$ cat config.mk
export PLATFORM = sky130hd
export DESIGN_NAME = pipe_pc_gen_flat
export DESIGN_NICKNAME = d
export VERILOG_FILES = /design/src/rtl/pipe_pkg.sv /design/src/rtl/pipe_pc_gen_if.sv /design/src/rtl/pc_redirect_mux.sv /design/src/rtl/pipe_pc_gen.sv /design/src/flat_wrapper.sv
export SDC_FILE = /design/constraint.sdc
export NUM_CORES = 1
export LEC_CHECK = 0
export CAP_MARGIN = 20
export CORE_UTILIZATION = 44
export DETAILED_ROUTE_END_ITERATION = 6
export PLACE_DENSITY = 0.82
export SYNTH_ARGS = -nofsm -noshare
export SYNTH_HDL_FRONTEND = slang
export SYNTH_HIERARCHICAL = 1
export SYNTH_SLANG_ARGS = --single-unit
$ cat constraint.sdc
create_clock -name clk -period 4.48 [get_ports clk]
set_input_delay 1.344 -clock clk [delete_from_list [all_inputs] [get_ports clk]]
set_output_delay 1.344 -clock clk [all_outputs]
set_load 0.1 [all_outputs]
$ cat src/rtl/pipe_pkg.sv
// Shared pipeline package.
// Holds the PC-generator state encoding, the default reset PC and exception
// vector, the NOP word the IF/ID register loads on a flush, and a small helper
// that word-aligns fetch targets.
package pipe_pkg;

    typedef enum logic [1:0] {
        ST_BOOT  = 2'd0,
        ST_RUN   = 2'd1,
        ST_STALL = 2'd2,
        ST_HALT  = 2'd3
    } pc_state_e;

    localparam logic [31:0] RESET_PC_DEF    = 32'h0000_0000;
    localparam logic [31:0] EXC_VECTOR_DEF  = 32'h0000_0008;
    localparam int          BOOT_CYCLES_DEF = 4;

    // sll $0,$0,0 -- the canonical no-op loaded by an IF/ID flush.
    localparam logic [31:0] NOP_INSTR = 32'h0000_0000;

    // Fetch addresses are word aligned; low two bits of a target are dropped.
    function automatic logic [31:0] word_align(input logic [31:0] addr);
        return {addr[31:2], 2'b00};
    endfunction

endpackage

$ cat src/rtl/pipe_pc_gen_if.sv
// Bus between the PC generator and the rest of the front end.
//   master : the PC generator (drives pc, ifid_en, ifid_flush, fetch_valid,
//            state_o; receives nextPc and the hazard/redirect/halt requests)
//   slave  : the surrounding pipeline (IF, ID/EX, hazard unit)
// All signals are single-cycle levels sampled on the rising clock edge; there
// is no valid/ready handshake -- a request is acted on in the cycle it is high.
interface pipe_pc_gen_if;
    logic [31:0] nextPc;
    logic        stall;
    logic        br_taken;
    logic [31:0] br_target;
    logic        jmp;
    logic [31:0] jmp_target;
    logic        exc;
    logic        halt;
    logic        irq;
    logic [31:0] pc;
    logic        ifid_en;
    logic        ifid_flush;
    logic        fetch_valid;
    logic [1:0]  state_o;

    modport master (
        input  nextPc, stall, br_taken, br_target, jmp, jmp_target,
               exc, halt, irq,
        output pc, ifid_en, ifid_flush, fetch_valid, state_o
    );

    modport slave (
        output nextPc, stall, br_taken, br_target, jmp, jmp_target,
               exc, halt, irq,
        input  pc, ifid_en, ifid_flush, fetch_valid, state_o
    );
endinterface

$ cat src/rtl/pc_redirect_mux.sv
// Combinational priority select of redirect sources: exc > branch > jump.
// Ports:
//   exc_i, exc_vector_i     exception request and its vector
//   br_taken_i, br_target_i resolved-taken branch and its target
//   jmp_i, jmp_target_i     jump / jr request and its target
//   redirect_o              any source is active
//   target_o                selected target, word aligned
module pc_redirect_mux
    import pipe_pkg::*;
(
    input  logic        exc_i,
    input  logic [31:0] exc_vector_i,
    input  logic        br_taken_i,
    input  logic [31:0] br_target_i,
    input  logic        jmp_i,
    input  logic [31:0] jmp_target_i,
    output logic        redirect_o,
    output logic [31:0] target_o
);

    always_comb begin
        redirect_o = exc_i | br_taken_i | jmp_i;
        target_o   = 32'h0000_0000;
        if (exc_i) begin
            target_o = word_align(exc_vector_i);
        end else if (br_taken_i) begin
            target_o = word_align(br_target_i);
        end else if (jmp_i) begin
            target_o = word_align(jmp_target_i);
        end
    end

endmodule

$ cat src/rtl/pipe_pc_gen.sv
// Fetch PC generator.
// Owns the PC register and the front-end sequencing FSM (BOOT/RUN/STALL/HALT):
// boot hold-off after reset, load-use stalls, one-bubble redirects and halt
// with irq/exception wake-up. Tells the IF/ID register when to load or flush.
// Ports:
//   clk, rst   rising-edge clock, synchronous active-high reset
//   bus        pipe_pc_gen_if.master (nextPc in, pc/ifid_en/ifid_flush/
//              fetch_valid/state_o out, stall/redirect/halt/irq requests in)
module pipe_pc_gen
    import pipe_pkg::*;
#(
    parameter logic [31:0] RESET_PC    = RESET_PC_DEF,
    parameter logic [31:0] EXC_VECTOR  = EXC_VECTOR_DEF,
    parameter int          BOOT_CYCLES = BOOT_CYCLES_DEF
) (
    input  logic          clk,
    input  logic          rst,
    pipe_pc_gen_if.master bus
);

    localparam logic [3:0] BOOT_LOAD = 4'(BOOT_CYCLES - 1);

    pc_state_e   state_q, state_d;
    logic [31:0] pc_q, pc_d;
    logic [3:0]  boot_cnt_q, boot_cnt_d;

    logic        redirect;
    logic [31:0] redirect_target;
    logic        flush;
    logic        fetch_valid;

    pc_redirect_mux u_redirect_mux (
        .exc_i        (bus.exc),
        .exc_vector_i (EXC_VECTOR),
        .br_taken_i   (bus.br_taken),
        .br_target_i  (bus.br_target),
        .jmp_i        (bus.jmp),
        .jmp_target_i (bus.jmp_target),
        .redirect_o   (redirect),
        .target_o     (redirect_target)
    );

    always_comb begin
        state_d     = state_q;
        pc_d        = pc_q;
        boot_cnt_d  = boot_cnt_q;
        flush       = 1'b0;
        fetch_valid = 1'b0;

        case (state_q)
            ST_BOOT: begin
                // Fetch idles while the ROM settles; redirects are ignored.
                flush = 1'b1;
                if (boot_cnt_q == 4'd0) begin
                    state_d = ST_RUN;
                end else begin
                    boot_cnt_d = boot_cnt_q - 4'd1;
                end
            end
            ST_RUN: begin
                if (redirect) begin
                    // Squash the wrong-path instruction fetched this cycle.
                    pc_d  = redirect_target;
                    flush = 1'b1;
                end else if (bus.halt) begin
                    flush   = 1'b1;
                    state_d = ST_HALT;
                end else if (bus.stall) begin
                    state_d = ST_STALL;
                end else begin
                    pc_d        = bus.nextPc;
                    fetch_valid = 1'b1;
                end
            end
            ST_STALL: begin
                if (redirect) begin
                    pc_d    = redirect_target;
                    flush   = 1'b1;
                    state_d = ST_RUN;
                end else if (!bus.stall) begin
                    // Held instruction is passed on in the first RUN cycle.
                    state_d = ST_RUN;
                end
            end
            ST_HALT: begin
                flush = 1'b1;
                if (bus.exc) begin
                    pc_d    = word_align(EXC_VECTOR);
                    state_d = ST_RUN;
                end else if (bus.irq) begin
                    pc_d    = bus.nextPc;
                    state_d = ST_RUN;
                end
            end
            default: begin
                state_d = ST_BOOT;
            end
        endcase
    end

    // Flush implies a load so the NOP actually reaches IF/ID; while reset is
    // held, IF/ID is neither loaded nor fed a valid instruction.
    always_comb begin
        if (rst) begin
            bus.ifid_en     = 1'b0;
            bus.ifid_flush  = 1'b1;
            bus.fetch_valid = 1'b0;
        end else begin
            bus.ifid_en     = flush | ((state_q == ST_RUN) & ~bus.stall);
            bus.ifid_flush  = flush;
            bus.fetch_valid = fetch_valid;
        end
    end

    assign bus.pc      = pc_q;
    assign bus.state_o = state_q;

    always_ff @(posedge clk) begin
        if (rst) begin
            state_q    <= ST_BOOT;
            pc_q       <= RESET_PC;
            boot_cnt_q <= BOOT_LOAD;
        end else begin
            state_q    <= state_d;
            pc_q       <= pc_d;
            boot_cnt_q <= boot_cnt_d;
        end
    end

endmodule
$ cat src/flat_wrapper.sv
// flat-port wrapper written by rule: the top's interface ports become plain ports
module pipe_pc_gen_flat import pipe_pkg::*;
#(
    parameter logic [31:0] RESET_PC    = RESET_PC_DEF,
    parameter logic [31:0] EXC_VECTOR  = EXC_VECTOR_DEF,
    parameter int          BOOT_CYCLES = BOOT_CYCLES_DEF
)
  (clk, rst, bus_nextPc, bus_stall, bus_br_taken, bus_br_target, bus_jmp, bus_jmp_target, bus_exc, bus_halt, bus_irq, bus_pc, bus_ifid_en, bus_ifid_flush, bus_fetch_valid, bus_state_o);
  pipe_pc_gen_if bus_i ();
  input  logic clk;
  input  logic rst;
  input wire logic [$bits(bus_i.nextPc)-1:0] bus_nextPc;
  input wire logic [$bits(bus_i.stall)-1:0] bus_stall;
  input wire logic [$bits(bus_i.br_taken)-1:0] bus_br_taken;
  input wire logic [$bits(bus_i.br_target)-1:0] bus_br_target;
  input wire logic [$bits(bus_i.jmp)-1:0] bus_jmp;
  input wire logic [$bits(bus_i.jmp_target)-1:0] bus_jmp_target;
  input wire logic [$bits(bus_i.exc)-1:0] bus_exc;
  input wire logic [$bits(bus_i.halt)-1:0] bus_halt;
  input wire logic [$bits(bus_i.irq)-1:0] bus_irq;
  output wire logic [$bits(bus_i.pc)-1:0] bus_pc;
  output wire logic [$bits(bus_i.ifid_en)-1:0] bus_ifid_en;
  output wire logic [$bits(bus_i.ifid_flush)-1:0] bus_ifid_flush;
  output wire logic [$bits(bus_i.fetch_valid)-1:0] bus_fetch_valid;
  output wire logic [$bits(bus_i.state_o)-1:0] bus_state_o;
  assign bus_i.nextPc = bus_nextPc;
  assign bus_i.stall = bus_stall;
  assign bus_i.br_taken = bus_br_taken;
  assign bus_i.br_target = bus_br_target;
  assign bus_i.jmp = bus_jmp;
  assign bus_i.jmp_target = bus_jmp_target;
  assign bus_i.exc = bus_exc;
  assign bus_i.halt = bus_halt;
  assign bus_i.irq = bus_irq;
  assign bus_pc = bus_i.pc;
  assign bus_ifid_en = bus_i.ifid_en;
  assign bus_ifid_flush = bus_i.ifid_flush;
  assign bus_fetch_valid = bus_i.fetch_valid;
  assign bus_state_o = bus_i.state_o;
  pipe_pc_gen #(.RESET_PC(RESET_PC), .EXC_VECTOR(EXC_VECTOR), .BOOT_CYCLES(BOOT_CYCLES)) u_core (.clk(clk), .rst(rst), .bus(bus_i));
endmodule
======== Yosys cells after proc, flatten, opt, wreduce, memory -nomap -nowiden ========
Index checks and enable logic that the tools add are counted.
word-level totals
  word-level logic and storage cells ...... 58
  RAM bits ................................ 0
  latch bits .............................. 0
  flip-flop bits (word level) ............. 38
  input bits .............................. 104
  output and inout port bits .............. 37
  memories kept ........................... 0
  ROM bits ................................ 0
cells by class
  eq/ne operators ......................... 11
  $add $sub $neg .......................... 1
  shift-type cells ........................ 0
  multiply operators ...................... 0
  reductions and logical operators ........ 7
  order comparisons ....................... 0
  div/mod/pow operators ................... 0
  bitwise gates (word level) .............. 6
  muxes and demuxes ....................... 30
operator list
  cell                                                   count
  2-to-1 mux 32 bit                                      9
  one-hot mux 32 bit (3 select lines)                    1
  2-to-1 mux 2 bit                                       8
  2-to-1 mux 1 bit                                       10
  AND reduction 5 bit                                    2
  inequality test 3 x 2 -> 1 bit, second input constant  3
  one-hot mux 2 bit (4 select lines)                     1
  inequality test 3 bit, second input constant           2
  equality test 2 bit, second input constant             2
  logical NOT 4 bit                                      1
  inequality test 2 x 1 -> 1 bit, second input constant  2
  subtractor 4 x 1 -> 4 bit, second input constant       1
  OR 1 bit                                               3
  one-hot mux 1 bit (3 select lines)                     1
  nonzero test 3 bit                                     1
  equality test 2 x 1 -> 1 bit, second input constant    1
  logical NOT 2 bit                                      1
  inequality test 2 bit, second input constant           1
  NOT 1 bit                                              2
  AND reduction 2 bit                                    1
  OR reduction 2 bit                                     1
  bitwise AND 1 bit                                      1

======== Logic depth before layout (Yosys ltp) ========
Gate-level depths: netlist (run 1).
  word-level depth ........................ 6
  mapped depth ............................ 9
  depth with buffers taken out ............ 6

======== Hierarchy ========
Netlist (run 1), hierarchy kept.
modules (own cells, without submodules)
  module           sequential area each (µm²)  instances  area an instance (µm²)  cells each
  pipe_pc_gen      760.7                       1          2570.0                  313
  pc_redirect_mux  0.0                         1          855.8                   141

======== Worst setup path before layout (run 1) ========
OpenSTA, ideal clock, no wires.
  path kind ............................... in2out
  start point ............................. in bus_exc
  end point ............................... out bus_ifid_en
  cell stages on the path ................. 7
  buffers on the path ..................... 4
  data arrival time ....................... 4626 ps
  data required time ...................... 3136 ps
  slack ................................... -1490 ps
  cell sequence ........................... buf_2 -> or3_1 -> buf_6 -> buf_2 -> buf_1 -> a211oi_1 -> a311oi_1
on the way
  cells in the longest elaborated chain, start to end .. 6
  elaborated cells on any way between the ends .. 7
  those cells by class .................... mux: 4; bitwise: 3
ends and longest elaborated chain
  item                                        line                                  source
  start, declared                             flat_wrapper.sv:18                    input wire logic [$bits(bus_i.exc)-1:0] bus_exc;
  OR 1 bit * (2 in a row)                     pc_redirect_mux.sv:22                 redirect_o = exc_i | br_taken_i | jmp_i;
  named net u_core.redirect                   pipe_pc_gen.sv:27                     logic redirect;
  2-to-1 mux 1 bit, on equally long branches  pipe_pc_gen.sv:76, pipe_pc_gen.sv:61
  one-hot mux 1 bit (3 select lines) *        pipe_pc_gen.sv:50                     case (state_q)
  OR 1 bit *                                  pipe_pc_gen.sv:109                    bus.ifid_en = flush | ((state_q == ST_RUN) & ~bus.stall);
  2-to-1 mux 1 bit *                          pipe_pc_gen.sv:104                    if (rst) begin
  end, declared                               flat_wrapper.sv:22                    output wire logic [$bits(bus_i.ifid_en)-1:0] bus_ifid_en;
The timed path passes the listed nets; every way through them passes the cells marked *.

======== Final worst setup path (run 1) ========
  start point ............................. in bus_jmp
  end point ............................... out bus_ifid_flush
on the way
  cells in the longest elaborated chain, start to end .. 4
  elaborated cells on any way between the ends .. 5
  those cells by class .................... mux: 4; bitwise: 1
ends and longest elaborated chain
  item                                        line                                  source
  start, declared                             flat_wrapper.sv:16                    input wire logic [$bits(bus_i.jmp)-1:0] bus_jmp;
  OR 1 bit *                                  pc_redirect_mux.sv:22
  named net u_core.redirect                   pipe_pc_gen.sv:27
  2-to-1 mux 1 bit, on equally long branches  pipe_pc_gen.sv:76, pipe_pc_gen.sv:61
  one-hot mux 1 bit (3 select lines) *        pipe_pc_gen.sv:50
  2-to-1 mux 1 bit *                          pipe_pc_gen.sv:104
  end, declared                               flat_wrapper.sv:23                    output wire logic [$bits(bus_i.ifid_flush)-1:0] bus_ifid_flush;
Marked as above.

==> run summary, run 1 <==
The number of failing hold endpoints at the final stage is 0, and the post-synthesis cell count is 454. In this run the count of I/O pins placed on the die edge is 141. After layout, the design draws a total of 2.85 mW.

Clock-pin slew was measured on the worst setup and hold paths at 80 ps. STA classifies the critical path startpoint as an input pin. Clock skew on the completed layout was measured at 7.56 ps. The cell family contributing the most delay on the critical path was simple AND/OR/NAND/NOR gates. The share of layout cells above drive strength 1 is 0.0940, and the cell area after synthesis is 0.00343 mm2. The warning count from the yosys run is 6, and the post-layout net count is 694. Setup violations remaining at the end of the flow were counted as 0. For the final worst setup slack, the log shows 143 ps.

The final period utilization is 0.968, and the number of cells on the worst reg-to-reg path is 6. The number of global-route vias before repair was 3676. The tool flagged a number of max-cap violations equal to 0.

The number of buffers and inverters on the critical path is 2. After detailed routing, the average wire length per cell comes to 16.2 um. The overall via count from detail_route was 3935; the vias per cell was 5.75. The total wire length was 11100 um. The critical hold path startpoint was u_core/boot_cnt_q[1]. In this run the power spent charging and discharging nets is 1.63 mW.

The count of input and output buffers works out to 136. Prior to clock tree synthesis, the placed netlist has a worst setup slack of -21.3 ps. Yosys mapped the design onto 42 distinct sky130hd cell types. Clock tree synthesis found a total of 38 sinks. Setup repair after global routing left no endpoint under its margin. The cell depth of the worst hold path works out to 1. The worst hold path class was reg -> reg.

The first detailed-routing pass took 4 iterations. The highest-delay cell along the critical path is clkdlybuf4s50_1. The all-layer global routing usage was 0.268; the actual transition at the worst max-transition pin was 1060 ps. A synthesized cell averages 7.55 um2. The ratio of total power to cell area is 575 mW/mm2. The run finished with clean final reports. STA classifies the critical path endpoint as an output pin. The run gives 1.81 nW as the leakage power figure.

The logs give 0.00814 mm2 for the total die area and 0 for the number of inserted diodes. The worst hold path terminates at u_core/boot_cnt_q[1]. The run gives 684 as the non-filler instance count after layout. The clock passes through at most 2 buffers.

After detailed placement, the design holds a cell count of 675. Entering global routing, the biggest net connects 65 pins. Logic gate share of total power: 0.700.

Tracing the worst setup path back leads to its startpoint at bus_jmp. In this run the remaining antenna-violating nets after routing total 0. The part of the power in the clock network is 0.103, and the die width is 90.2 um. The final estimated routing congestion in global placement came out at 0.756.

The floorplan step set the die height to 90.2 um. VDD sags by at most 0.427 mV. The synthesis-to-finish area growth is 44.7%, and the data arrival time of the critical path is 2990 ps.

The critical path goes through clkdlybuf4s50_1, or3_4, a211oi_2, a21oi_1, or2_2, buf_12. The maximum fanout along the worst path is 3. The logs give 0.00737 mm2 for the placeable core region and 0 for the max-slew violation count. The first global-routing pass estimated 18000 um of wire. Flop and latch count out of synthesis: 38.

The sequential share of power came out at 0.197. The worst relative slew slack is 0.296, and the total number of H-tree levels is 2. In this run the critical register-to-register path is launched from u_core/bus.state_o[0].

The number of fill cells in the layout is 618. The fraction of power spent switching nets came out at 0.573. The tools report the starting density of the core as 0.465. TritonCTS built the clock tree. The critical path is of the in -> out type. Cell internal power was estimated by the tool at 1.22 mW. The DRC violation count after routing was 0. Root buffer cell: clkbuf_8. Across all hold checks on the routed design, the worst slack comes to 496 ps. The minimum clock period is 4340 ps. The logs give 31 for the number of standard-cell rows in the floorplan and 0.222 for the sequential fraction of the synthesis area. The final global-route overflow total is 0, and the initial antenna violation count is 0. The final core utilization was 0.673. The final HPWL from detailed placement was 7520 um; the setup slack on the worst flop-to-flop path was 1610 ps. At the later pin of the worst-skew pair, clock insertion delay measures 290 ps.

The detailed router finished its first iteration with 248 violations. Worst flop-to-flop path endpoint: u_core/bus.pc[29]. Derived from the worst setup path, the maximum achievable clock frequency is 231 MHz. For the worst setup path, the data required time is 3140 ps. The CTS buffer count was 5; the largest stage delay on the critical path was 420 ps.
-- worst register-to-register path, cell delays in order, from the launching register on --
cell	delay (ps)
dfxtp_1	460
inv_1	110
ha_2	210
buf_4	310
o21bai_2	920
and2_4	570
a311oi_1	150
-- registers in the layout (all words and copies together), names as in the netlist --
signal / flops
u_core/bus.pc: 32
u_core/boot_cnt_q: 4
u_core/bus.state_o: 2
-- logic make-up after synthesis --
kind of cell / count (synthesis) / share of synthesized area
buf+inv: 61 / 0.0993
simple gates: 138 / 0.258
compound gates: 205 / 0.388
xor+xnor: 3 / 0.00767
other cells: 3 / 0.00329
flops: 38 / 0.222
fa+ha+maj: 6 / 0.0219
-- metal layers --
metal / wire length, um / vias up / global-route usage
met4: 245 / 0 / 0.0806
li1: - / 1918 / -
met1: 4560 / 1835 / 0.332
met2: 5460 / 161 / 0.469
met3: 802 / 21 / 0.0508
met5: 0 / - / 0
-- placed cells by master, fill, tap and decap left out, types with 2 or more instances in the layout --
| master | n |
|---|---|
| clkdlybuf4s50_1 | 130 |
| a21oi_1 | 123 |
| dfxtp_1 | 38 |
| conb_1 | 32 |
| nor2b_1 | 31 |
| nand3b_1 | 30 |
| nand2_1 | 28 |
| a221oi_1 | 27 |
| a211oi_1 | 20 |
| or3b_1 | 19 |
| buf_4 | 13 |
| a211oi_2 | 11 |
| or3b_2 | 9 |
| nor2_1 | 7 |
| inv_1 | 6 |
| a22oi_1 | 6 |
| clkbuf_8 | 5 |
| ha_1 | 5 |
| buf_2 | 3 |
| buf_12 | 3 |
| o211a_1 | 3 |
| o21ai_0 | 3 |
| a311oi_1 | 3 |
| nand2b_1 | 2 |
| o21a_1 | 2 |
| nor3_1 | 2 |
| nand3_1 | 2 |
| xor2_1 | 2 |
-- power by group through the flow --
stage,Clock [mW],Sequential [mW],Combinational (mW)
after floorplan,0,1.46,0.629
after global placement,0,0.559,1.95
after detailed placement,0,0.566,1.98
after CTS,0.299,0.562,1.99
after global routing,0.313,0.579,2.10
final,0.294,0.562,2.00
-- area by class of cell --
class | instances | area, um2 | share of cell area
multi-input combinational | 384 | 2470 | 0.498
timing repair buffer | 149 | 1470 | 0.297
sequential | 38 | 761 | 0.153
tap | 99 | 124 | 0.0250
clock buffer | 6 | 72.6 | 0.0146
clock inverter | 2 | 37.5 | 0.00757
inverter | 6 | 22.5 | 0.00454
-- how the worst max path moves through the flow --
stage                                 to  slack (ps)  cells after the start
after floorplan              bus_ifid_en        -150                      7
after global placement    bus_ifid_flush           5                      6
after detailed placement  bus_ifid_flush         -20                      6
after CTS                 bus_ifid_flush          50                      6
after global routing      bus_ifid_flush          70                      6
final                     bus_ifid_flush         140                      6
-- synthesized netlist by cell type --
cell	number	area [um2]
buf_1	2	7.51
a221oi_1	27	236
a21oi_1	123	616
clkbuf_2	1	5.00
nand3_1	2	10.0
conb_1	3	11.3
nor2b_1	32	200
o21ai_0	3	15.0
a2bb2oi_1	1	8.76
o211a_1	3	30.0
a311oi_1	4	35.0
nand2_1	28	105
nand4_1	1	6.26
clkbuf_1	19	71.3
buf_6	9	101
buf_2	19	95.1
ha_1	6	75.1
a31oi_1	1	6.26
and2_4	1	8.76
and3b_1	1	8.76
or3_1	1	6.26
a211o_1	1	8.76
o21a_1	2	15.0
nand2b_1	2	12.5
xor2_1	2	17.5
and3_1	2	12.5
nor3_1	2	10.0
dfxtp_1	38	761
nor2_1	7	26.3
o32a_1	1	10.0
a211oi_1	21	158
or3b_1	19	166
buf_4	5	37.5
or2_2	1	6.26
xnor2_1	1	8.76
a22oi_1	6	45.0
a211oi_2	10	125
inv_1	6	22.5
or3b_2	9	78.8
nand3b_1	30	225
a31o_2	1	8.76
o21bai_2	1	11.3
-- timing repair --
action | in CTS | in global routing
pin swaps | 0 | 1
gates resized for setup | 1 | 1
buffers inserted | 0 | 1
endpoints found under the setup margin | 1 | 1
hold buffers | 0 | 0
-- metrics by stage --
stage,setup TNS (ps),area (um2)
final,0,4960
after global placement,0,4830
after floorplan,-284,3550
after detailed placement,-21.3,4830
after CTS,0,4950
after global routing,0,4960
No activity file was read; power rests on OpenSTA's default activity.
==> run 2: changes to the inputs <==
--- a/config.mk
+++ b/config.mk
@@ -6,10 +6,10 @@
 export NUM_CORES = 1
 export LEC_CHECK = 0
 export CAP_MARGIN = 20
-export CORE_UTILIZATION = 44
+export CORE_UTILIZATION = 50
 export DETAILED_ROUTE_END_ITERATION = 6
-export PLACE_DENSITY = 0.82
+export DONT_BUFFER_PORTS = 1
 export SYNTH_ARGS = -nofsm -noshare
 export SYNTH_HDL_FRONTEND = slang
-export SYNTH_HIERARCHICAL = 1
 export SYNTH_SLANG_ARGS = --single-unit
+export TNS_END_PERCENT = 50
==> run 2 against run 1 <==
Against the previous run:
- sequential power is 130% higher
- sequential share of layout area rose by 15 points
- core utilization fell by 14 points
- clock power decreased by 16%
- total power down 19%
- fmax up 17%
- worst hold slack better by 1.9 ps
- combinational power fell by 62%
- synthesized cell count down 44%
- via count decreased by 47%
- non-clock buffer count is 141 lower
- global-route usage down 4.1 points
- critical path type unchanged
- critical endpoint unchanged
- largest cell class unchanged
- highest routed layer unchanged
==> run summary, run 2 <==
The DRC violation count after routing was 0 (unchanged). The most used standard cell by instance count after synthesis was dfxtp_1. TritonCTS built the clock tree.

The mean instance size in the synthesized netlist is 9.64 um2 (+28%). The flow ran to the end, and the final reports show no timing, DRC or antenna violations. The largest stage delay on the critical path is 280 ps (-140 ps), and the flip-flop count of the largest register after layout is 32 (unchanged). The tools report the pin count of the biggest net entering global routing as 47 (-28%).

The vias per cell works out to 6.77 (+18%). Most used flip-flop cell after synthesis: dfxtp_1. In this run the most critical hold path is launched from u_core.boot_cnt_q[1]. The total number of H-tree levels was 2 (unchanged); the starting density of the core was 0.518 (+0.0533).

The maximum fanout along the worst path is 7 (+4). The setup slack on the worst flop-to-flop path was 1590 ps (-20 ps); the synthesis-to-finish area growth was 3.48%. The all-layer global routing usage is 0.227 (-0.0413), and the post-synthesis cell count is 254 (-44%). The minimum clock period works out to 3700 ps (-638 ps). In this run the critical register-to-register path is launched from u_core.bus.state_o[0]. Walking the worst path, the cells encountered are nor3_2, o21ai_0, o21ai_0, nand2b_1, buf_4.

The run gives 0 (-1) as the number of cells upsized or downsized after cts. Number of failing hold endpoints at the final stage: 0 (unchanged). The top cell types in the final layout, fill and taps aside, are 38 x dfxtp_1, 29 x a22oi_1, 29 x a21oi_1, 29 x a211oi_2, 28 x a22o_1. Count of flip-flops with a built-in enable after synthesis: 0 (unchanged). The logs give 1976 (-46%) for the number of global-route vias before repair and 38 (unchanged) for the clock net sink count. The flop and latch count out of synthesis came out at 38 (unchanged). The first-pass iteration count of the detailed router was 4 (unchanged); the number of fill cells in the layout was 431 (-30%). The cell sitting at the root of the clock tree is a clkbuf_8.

The run gives 0 (unchanged) as the number of inserted diodes. The final worst setup slack was 781 ps (+638 ps); the number of cells on the worst reg-to-reg path was 6 (unchanged). The logs give 2084 (-47%) for the overall via count from detail_route and 25 (-19%) for the number of standard-cell rows in the floorplan.

The most common library cell in the layout ignoring fill and taps was dfxtp_1. The critical path is of the in -> out type. The warning count from the yosys run came out at 0 (-6). For the setup violation total in the final timing report, the log shows 0 (unchanged).

The data required time at the worst endpoint is 3140 ps (about the same), and the post-detailed-route count of antenna-violating nets is 0 (unchanged). The cell type contributing the most total cell area after synthesis is dfxtp_1. The final worst clock skew came out at 5.65 ps (-1.92 ps). The number of nets in the synthesized netlist is 364. The run gives 2.32 mW (-19%) as the sum of internal, switching and leakage power.

The worst relative slew slack is 0.246 (-0.0499), and the buffer depth of the longest clock path is 2 (unchanged). The I/O pin count came out at 141 (unchanged). Number of violations reported at the end of detailed-routing iteration 0: 113 (-54%). The worst setup path is launched from an input pin.

The destination of the worst hold path was u_core.boot_cnt_q[1]. The run gives 6030 um (-45%) as the total wire length. The final estimated routing congestion in global placement came out at 0.900 (+19%). After synthesis, the cell types taking the most area are dfxtp_1 31%, a211oi_2 15%, a22o_1 10%.

The fmax is 270 MHz (+17%), and the ratio of total power to cell area is 916 mW/mm2 (+59%). For the cell area after synthesis, the log shows 0.00245 mm2 (-29%). The setup slack after placement came out at 783 ps (+804 ps). The CTS clock-pin slew for the worst setup and hold paths was 80 ps (about the same); the leakage power figure was 0.837 nW (-54%). The cell depth of the worst hold path was 1 (unchanged). The actual transition at the worst max-transition pin was 1130 ps (+70.4 ps).

In this run the worst hold path is classified as reg -> reg. Max-slew violation count: 0 (unchanged). The run gives 290 ps (about the same) as the clock latency on the worst-skew pair.

The async set-or-reset flop fraction in the synthesized netlist came out at 0 (unchanged). The run gives 0.00518 mm2 (-36%) as the total die area. The max-cap violation count came out at 0 (unchanged). The tools report the count of hold-fix buffers inserted at cts as 0 (unchanged). For the global-route wire length before repair, the log shows 9190 um (-49%). The post-layout net count was 350 (-50%). Final global-route overflow total: 0 (unchanged).

The share of layout cells above drive strength 1 is 0.237 (+0.142), and the final period utilization is 0.826 (-0.142). Initial antenna violation count: 0 (unchanged). The run gives 2350 ps (-640 ps) as the data arrival time of the critical path. The worst setup path is captured at an output pin. Sorting the synthesized cells by how often they occur yields 38 x dfxtp_1, 31 x a21oi_1, 29 x a211oi_2, 29 x a22oi_1, 28 x a22o_1. The highest-delay cell along the critical path was o21ai_0.

The die width was 72.0 um (-20%); the floorplan die height was 72.0 um (-20%). The logs give 42 (unchanged) for the unique cell type count in the Yosys netlist and 0.311 (+0.0888) for the sequential fraction of the synthesis area. The count of input and output buffers was 0 (-100%).

Setup repair after global routing left no endpoint under its margin. The setup fix buffers added after clock tree synthesis was 0 (unchanged); the area share of the leading cell type in the synthesized netlist was 0.311 (+0.0888). For the CTS buffer count, the log shows 5 (unchanged). The tools report the final HPWL from detailed placement as 4140 um (-45%).

The final total negative setup slack was 0 ps (unchanged). Routed length per placed instance: 19.6 um (+21%). In this run the critical register-to-register path is captured at u_core.bus.pc[3]. By instance count, the cell type seen most on the critical path is o21ai_0.

The peak ir drop on the vdd network is 0.434 mV (+1.8%), and the placeable core region is 0.00472 mm2 (-36%).
-- run 2: cell types whose count changed in the layout (fill, tap and decap cells not counted), sizes merged, moves of 23 or more --
cell	before	now
a21oi	123	31
a221oi	27	0
a22o	0	28
a22oi	6	29
clkdlybuf4s50	130	0
conb	32	0
nand2	28	5
nand3b	30	3
nor2b	32	2
or3b	28	1
-- run 2: logic make-up after synthesis --
family | after synthesis | synth area share
adder cells (fa/ha/maj) | 6 | 0.0307
buffers and inverters | 34 | 0.0808
multiplexers | 5 | 0.0210
flip-flops | 38 | 0.311
AO/OA/AOI/OAI | 131 | 0.451
AND/OR/NAND/NOR | 37 | 0.0946
XOR/XNOR | 3 | 0.0107
-- run 2: final cells by class --
class                           count  area (um2)  area share
Clock buffer                        6        82.6      0.0326
Timing Repair Buffer                8        60.1      0.0237
Tap cell                           67        83.8      0.0331
Multi-Input combinational cell    182        1510       0.598
Inverter                            5        18.8     0.00741
Sequential cell                    38         761       0.300
Clock inverter                      2        12.5     0.00494
-- run 2: critical path, delay by kind of cell --
kind	cells	cell delay, ps
AO/OA/AOI/OAI	2	400
AND/OR/NAND/NOR	2	360
buffers and inverters	1	240
-- run 2: power by group --
part	internal (mW)	leakage (nW)	switching, mW	total [mW]
registers	0.464	0.311	0.857	1.32
clock network	0.124	0.0472	0.122	0.246
logic	0.294	0.478	0.458	0.752
-- run 2: how the worst max path moves through the flow --
stage | startpoint | to | slack (ps) | cells after the start
finish | bus_exc | bus_ifid_flush | 780 | 5
floorplan | rst | bus_ifid_en | -340 | 4
CTS | bus_exc | bus_ifid_flush | 780 | 5
global route | bus_exc | bus_ifid_flush | 680 | 5
detailed placement | bus_exc | bus_ifid_flush | 780 | 5
global placement | bus_exc | bus_ifid_flush | 840 | 5
-- run 2: metrics by stage --
step	hold WS [ps]	cell area (um2)	utilization	std cells
after floorplan	460	2460	-	254
after global routing	543	2530	0.536	308
after CTS	505	2530	0.536	308
after detailed placement	485	2440	0.516	300
after global placement	470	2440	0.516	300
final	498	2530	0.536	308
-- run 2: layer usage --
layer | routed length [um] | global-route usage | vias to the layer above
met5 | 0 | 0 | -
met4 | 63 | 0.0697 | 0
met3 | 569 | 0.0764 | 9
met2 | 3070 | 0.414 | 121
met1 | 2330 | 0.248 | 999
li1 | - | - | 955
==> run 3: changes to the inputs <==
==> constraint.sdc (replaced) <==
create_clock -name clk -period 3.7 [get_ports clk]
set_input_delay 1.11 -clock clk [delete_from_list [all_inputs] [get_ports clk]]
set_output_delay 1.11 -clock clk [all_outputs]
set_load 0.1 [all_outputs]
==> run 3 against run 2 <==
Against the previous run:
- setup slack worse by 280 ps
- register-to-register slack worse by 130 ps
- core utilization is 0.74 points higher
- flip-flop and latch count stayed put
- highest routed layer unchanged
- critical endpoint is now bus_fetch_valid
- first-iteration DRC count is 8.0% higher
- critical path type unchanged
- via count is 1.9% lower
- total power is 22% higher
- sequential power is 21% higher
==> run summary, run 3 (synthesis results as in run 2) <==
The starting density of the core was 0.518 (unchanged); the maximum fanout along the worst path was 7 (unchanged). Flip-flop count of the largest register after layout: 32 (unchanged). The actual transition at the worst max-transition pin works out to 988 ps (-138 ps). Compared with the post-synthesis result, the final layout area differs by 4.91%. Cell count after placement: 303 (+1.0%).

The run gives 2080 ps (-270 ps) as the data arrival time of the critical path. The clock net sink count was 38 (unchanged). Timing would allow up to 313 MHz. Initial antenna violation count: 0 (unchanged). The pin count of the biggest net entering global routing is 47 (unchanged).

The setup violation total in the final timing report is 0 (unchanged), and the global-route wire length before repair is 9380 um (+2.1%). For the non-filler instance count after layout, the log shows 311 (+0.97%). The logs give 0 (unchanged) for the number of failing hold endpoints at the final stage and 1.09 mW (+23%) for the cell-internal power. The worst setup path is launched from an input pin. The post-layout net count was 353 (+0.86%). The tools report the hold slack as 512 ps (+13.8 ps).

The tools report the clock latency on the worst-skew pair as 290 ps (about the same). The max-slew violation count came out at 0 (unchanged). Setup repair after global routing left no endpoint under its margin. The run gives 6010 um (-0.36%) as the total wire length. Leaving out fill and tap cells, the most frequent cells in the layout are 38 x dfxtp_1, 29 x a22oi_1, 29 x a21oi_1, 29 x a211oi_2, 28 x a22o_1. For the final worst clock skew, the log shows 3.80 ps (-1.85 ps). The tools report the post-detailed-route count of antenna-violating nets as 0 (unchanged). Sort of element at the end of the critical path: an output pin.

The final estimated routing congestion in global placement came out at 0.888 (-1.3%). For the DRC violation count after routing, the log shows 0 (unchanged). The CTS clock-pin slew for the worst setup and hold paths works out to 80 ps (about the same). The die width works out to 72.0 um (unchanged). The final global-route overflow total was 0 (unchanged). The placeable core region is 0.00472 mm2 (unchanged). The number of buffer and inverter instances along the worst setup path works out to 1 (unchanged). Leaving out fill and tap cells, the most frequent cell in the layout is dfxtp_1.

Highest-delay cell along the critical path: or3_1. The logs give 4110 um (-0.64%) for the final HPWL from detailed placement and 0.562 mV (+29%) for the peak ir drop on the vdd network. The share of layout cells above drive strength 1 came out at 0.246 (+0.00939). The sum of internal, switching and leakage power was 2.84 mW (+22%). The all-layer global routing usage came out at 0.232 (+0.00540).

For the number of standard-cell rows in the floorplan, the log shows 25 (unchanged). The run gives 5 (unchanged) as the CTS buffer count. The overall via count from detail_route was 2044 (-1.9%). The run gives 0.00518 mm2 (unchanged) as the total die area. TritonCTS built the clock tree. The floorplan die height was 72.0 um (unchanged). The run finished with clean final reports. The fraction of power spent switching nets was 0.617 (-0.00253); the vias per cell was 6.57 (-2.9%). The part of the power in the clock network is 0.109 (+0.003), and the routed length per placed instance is 19.3 um (-1.3%). The total number of H-tree levels is 2 (unchanged), and the minimum clock period is 3190 ps. The setup slack after placement was 510 ps (-273 ps). The critical path class is in -> out.

The first-pass iteration count of the detailed router came out at 4 (unchanged). The switching power of the nets was 1.75 mW (+22%). The logs give 2590 ps (-550 ps) for the data required time at the worst endpoint and 0.340 (+0.0942) for the worst relative slew slack. The logs give 0 (unchanged) for the count of hold-fix buffers inserted at cts and 0 (unchanged) for the number of inserted diodes.

The critical path goes through or3_1, nor4_4, buf_4. For the leakage power figure, the log shows 0.857 nW (+2.4%). The number of global-route vias before repair came out at 1994 (+0.91%).

The number of cells upsized or downsized after cts is 0 (unchanged), and the final core utilization is 0.544 (+0.00742). The tools report the setup fix buffers added after clock tree synthesis as 0 (unchanged). The worst hold path belongs to the class reg -> reg. The number of violations reported at the end of detailed-routing iteration 0 is 122 (+8.0%).

The tools report the buffer depth of the longest clock path as 2 (unchanged). Largest stage delay on the critical path: 430 ps (+150 ps). The sequential share of power is 0.564 (-0.006). The cell family contributing the most delay on the critical path was simple AND/OR/NAND/NOR gates. The count of input and output buffers is 0 (unchanged).

The run gives 436 (+1.2%) as the number of fill cells in the layout. The run gives 0 (unchanged) as the max-cap violation count. The tools report the I/O pin count as 141 (unchanged). The final worst setup slack was 506 ps (-276 ps); the final period utilization was 0.863.

The tools report the logic gate share of total power as 0.327 (+0.003). CTS placed an instance of clkbuf_8 at the clock tree root. The ratio of total power to cell area was 1110 mW/mm2 (+21%).
==> run 3: worst paths after layout <==
check                              from                   end  slack [ps]  depth (start not counted)
hold reg to reg    u_core.boot_cnt_q[1]  u_core.boot_cnt_q[1]         510                          1
setup / recovery                bus_exc       bus_fetch_valid         510                          3
setup reg to reg  u_core.bus.state_o[0]     u_core.bus.pc[12]        1460                          7
hold / removal     u_core.boot_cnt_q[1]  u_core.boot_cnt_q[1]         510                          1
==> run 3: power by group through the flow <==
stage | Combinational [mW] | Sequential (mW) | Clock, mW
2_1_floorplan | 0.824 | 1.63 | 0
3_3_place_gp | 0.904 | 1.61 | 0
3_5_place_dp | 0.938 | 1.61 | 0
4_1_cts | 0.941 | 1.60 | 0.320
5_1_grt | 1.02 | 1.62 | 0.335
6_report | 0.929 | 1.60 | 0.309
==> run 3: area by class of cell <==
type | count | area, um2 | share of cell area
Multi-Input combinational cell | 182 | 1510 | 0.590
Tap cell | 67 | 83.8 | 0.0327
Inverter | 5 | 18.8 | 0.00731
Timing Repair Buffer | 11 | 95.1 | 0.0370
Clock inverter | 2 | 12.5 | 0.00487
Sequential cell | 38 | 761 | 0.296
Clock buffer | 6 | 82.6 | 0.0322
==> run 3: stage by stage <==
| stage | TNS [ps] | area (um2) |
|---|---|---|
| global route | 0 | 2570 |
| global placement | 0 | 2470 |
| floorplan | -230 | 2470 |
| detailed placement | 0 | 2470 |
| CTS | 0 | 2570 |
| finish | 0 | 2570 |
==> run 3: worst register-to-register path, cell delays in order (launching register included) <==
cell      delay, ps
dfxtp_1         370
inv_1           100
ha_1            320
inv_1           110
a21oi_2         590
buf_4           340
a22oi_1         120
a211oi_2        220
==> run 3: routing by layer <==
layer / share of wire / GRT usage / wire length, um / up-vias
met2: 0.49 / 0.412 / 2950 / 84
met4: 0.013 / 0.0763 / 78 / 0
met5: 0 / 0 / 0 / -
met3: 0.074 / 0.0625 / 443 / 7
met1: 0.42 / 0.272 / 2540 / 986
li1: - / - / - / 967
==> RTL change, RTL diff (flow settings as in run 3) <==
Reset style: asynchronous (`rst`), changed in one clocked block. Comments in the files are not updated.
--- a/src/rtl/pipe_pc_gen.sv
+++ b/src/rtl/pipe_pc_gen.sv
@@ -115,7 +115,7 @@
     assign bus.pc      = pc_q;
     assign bus.state_o = state_q;
 
-    always_ff @(posedge clk) begin
+    always_ff @(posedge clk or posedge rst) begin
         if (rst) begin
             state_q    <= ST_BOOT;
             pc_q       <= RESET_PC;
Check against the original RTL: differs if rst is asserted again (counterexample within 10 cycles, from zero or initial values and one cycle with rst high); with rst held inactive, the same outputs for 10 cycles.
==> RTL change against run 3 <==
The flow now finishes with violations (design-rule violations). Routed wire length fell by 8.7%. Cell area fell by 1.8%. Sequential cell count did not move. Via count down 18%. Area after synthesis is 2.7% lower. Worst setup slack worse by 0.12 ns. Maximum frequency is 3.5% lower. Die area decreased by 2.6%. Critical path type unchanged.
Power is left out: the tool's default activity adds up to more than one toggle a clock period on the data nets, which glitch-free logic cannot reach.
==> RTL change: results (changes against run 3) <==
Synth
  • Sequential fraction of the synthesis area: 40.0% (was 31.1%)
  • Post-synth ARST share: 100% (was 0%)
  • Most frequent cells after synthesis: dfrtp_1, a22oi_1, o2bb2ai_1, mux2_4, inv_1 (was dfxtp_1, a21oi_1, a211oi_2, a22oi_1, a22o_1)
  • Synth area leaders: dfrtp_1, mux2_4, o2bb2ai_1 (was dfxtp_1, a211oi_2, a22o_1)
  • Avg Cell Area, Syn: 11.8 µm² (was 9.64 µm²)

Global route
  • Total track usage: 21.8% (was 23.2%)
  • M1 GR Usage: 24.6% (was 27.2%)
  • First-pass GRT wire length: 8650 µm (was 9380 µm)
  • GR Layer Usage met2: 40.0% (was 41.2%)
  • Maximum number of pins on one net before global-route repair: 36 (was 47)
  • GRT met3 Usage: 7.26% (was 6.25%)
  • Vias in the first global route: 1779 (was 1994)

Timing
  • Worst-margin pin slew: 0.919 ns (was 0.988 ns)
  • Worst Skew: 0.00869 ns (was 0.00380 ns)

Routing
  • Via-per-instance ratio: 6.61 (was 6.57)
  • Pre-Repair DR Iteration Count: 6 (was 4)
  • Drc violations: 10 (was 0)
  • Initial DRC count: 51 (was 122)
  • DR WL/cell: 21.5 µm (was 19.3 µm)
  • DRT Wirelength: 5490 µm (was 6010 µm)

Place
  • Gpl congestion: 0.735 (was 0.888)
  • Placed Cells: 247 (was 303)
  • Place WS: 0.399 ns (was 0.510 ns)
  • DP HPWL: 4010 µm (was 4110 µm)

Cells and area
  • Nets: 312 (was 353)
  • Share of post-route cells with drive strength above 1: 27.1% (was 24.6%)
  • Filler instances: 368 (was 436)
  • Antenna cells: 0 (unchanged)
  • Max reg flops: 32 (unchanged)

Worst setup path
  • Worst Path Arrival: 2.20 ns (was 2.08 ns)

Status
  • Failing checks: design-rule violations
  • Status: complete, but fails checks (was finished clean)
## RTL change: area by class of cell
class | count | area share (%)
clock inverters | 2 | 0.496
inverters | 11 | 1.64
well taps | 52 | 2.58
flip-flops and latches | 38 | 37.8
multi-input cells | 137 | 51.0
clock buffers | 6 | 3.27
repair buffers | 9 | 3.17
## RTL change: critical path, stage by stage
cell     delay [ns]
nor3_2         0.35
o21ai_0        0.14
o21ai_0        0.26
nand2_1        0.09
buf_4          0.25
## RTL change: logic make-up (layout without fill, tap and decap cells)
family,count (synthesis),count (layout),share of synthesized area [%]
fa+ha+maj,6,6,3.15
compound gates,73,73,24.5
flops,38,38,40.0
simple gates,22,22,5.10
xor+xnor,2,2,0.736
mux,34,34,20.3
buf+inv,27,28,6.15
## RTL change: routing by layer
| layer | vias to the layer above | wire (µm) |
|---|---|---|
| met3 | 4 | 333 |
| met2 | 79 | 2870 |
| met4 | 0 | 25 |
| met5 | - | 0 |
| met1 | 834 | 2260 |
| li1 | 769 | - |
## RTL change: worst paths after layout
kind	from	endpoint	slack, ns	cells after the start
worst max-delay path	bus_exc	bus_ifid_flush	0.39	5
worst min-delay path	u_core.boot_cnt_q[0]	u_core.boot_cnt_q[0]	0.51	1
worst max register to register	u_core.bus.state_o[0]	u_core.bus.pc[26]	1.40	7
worst min register to register	u_core.boot_cnt_q[0]	u_core.boot_cnt_q[0]	0.51	1
max in group asynchronous	rst	u_core.boot_cnt_q[1]	2.29	2
min in group asynchronous	rst	u_core.bus.state_o[0]	0.66	1
## RTL change: stage by stage
step	utilization, %	cell area (µm²)	hold slack [ns]
3_5_place_dp	54.3	2430	0.504
3_3_place_gp	54.3	2430	0.480
6_report	56.4	2520	0.513
5_1_grt	56.4	2520	0.539
4_1_cts	56.4	2520	0.513
2_1_floorplan	-	2380	0.466
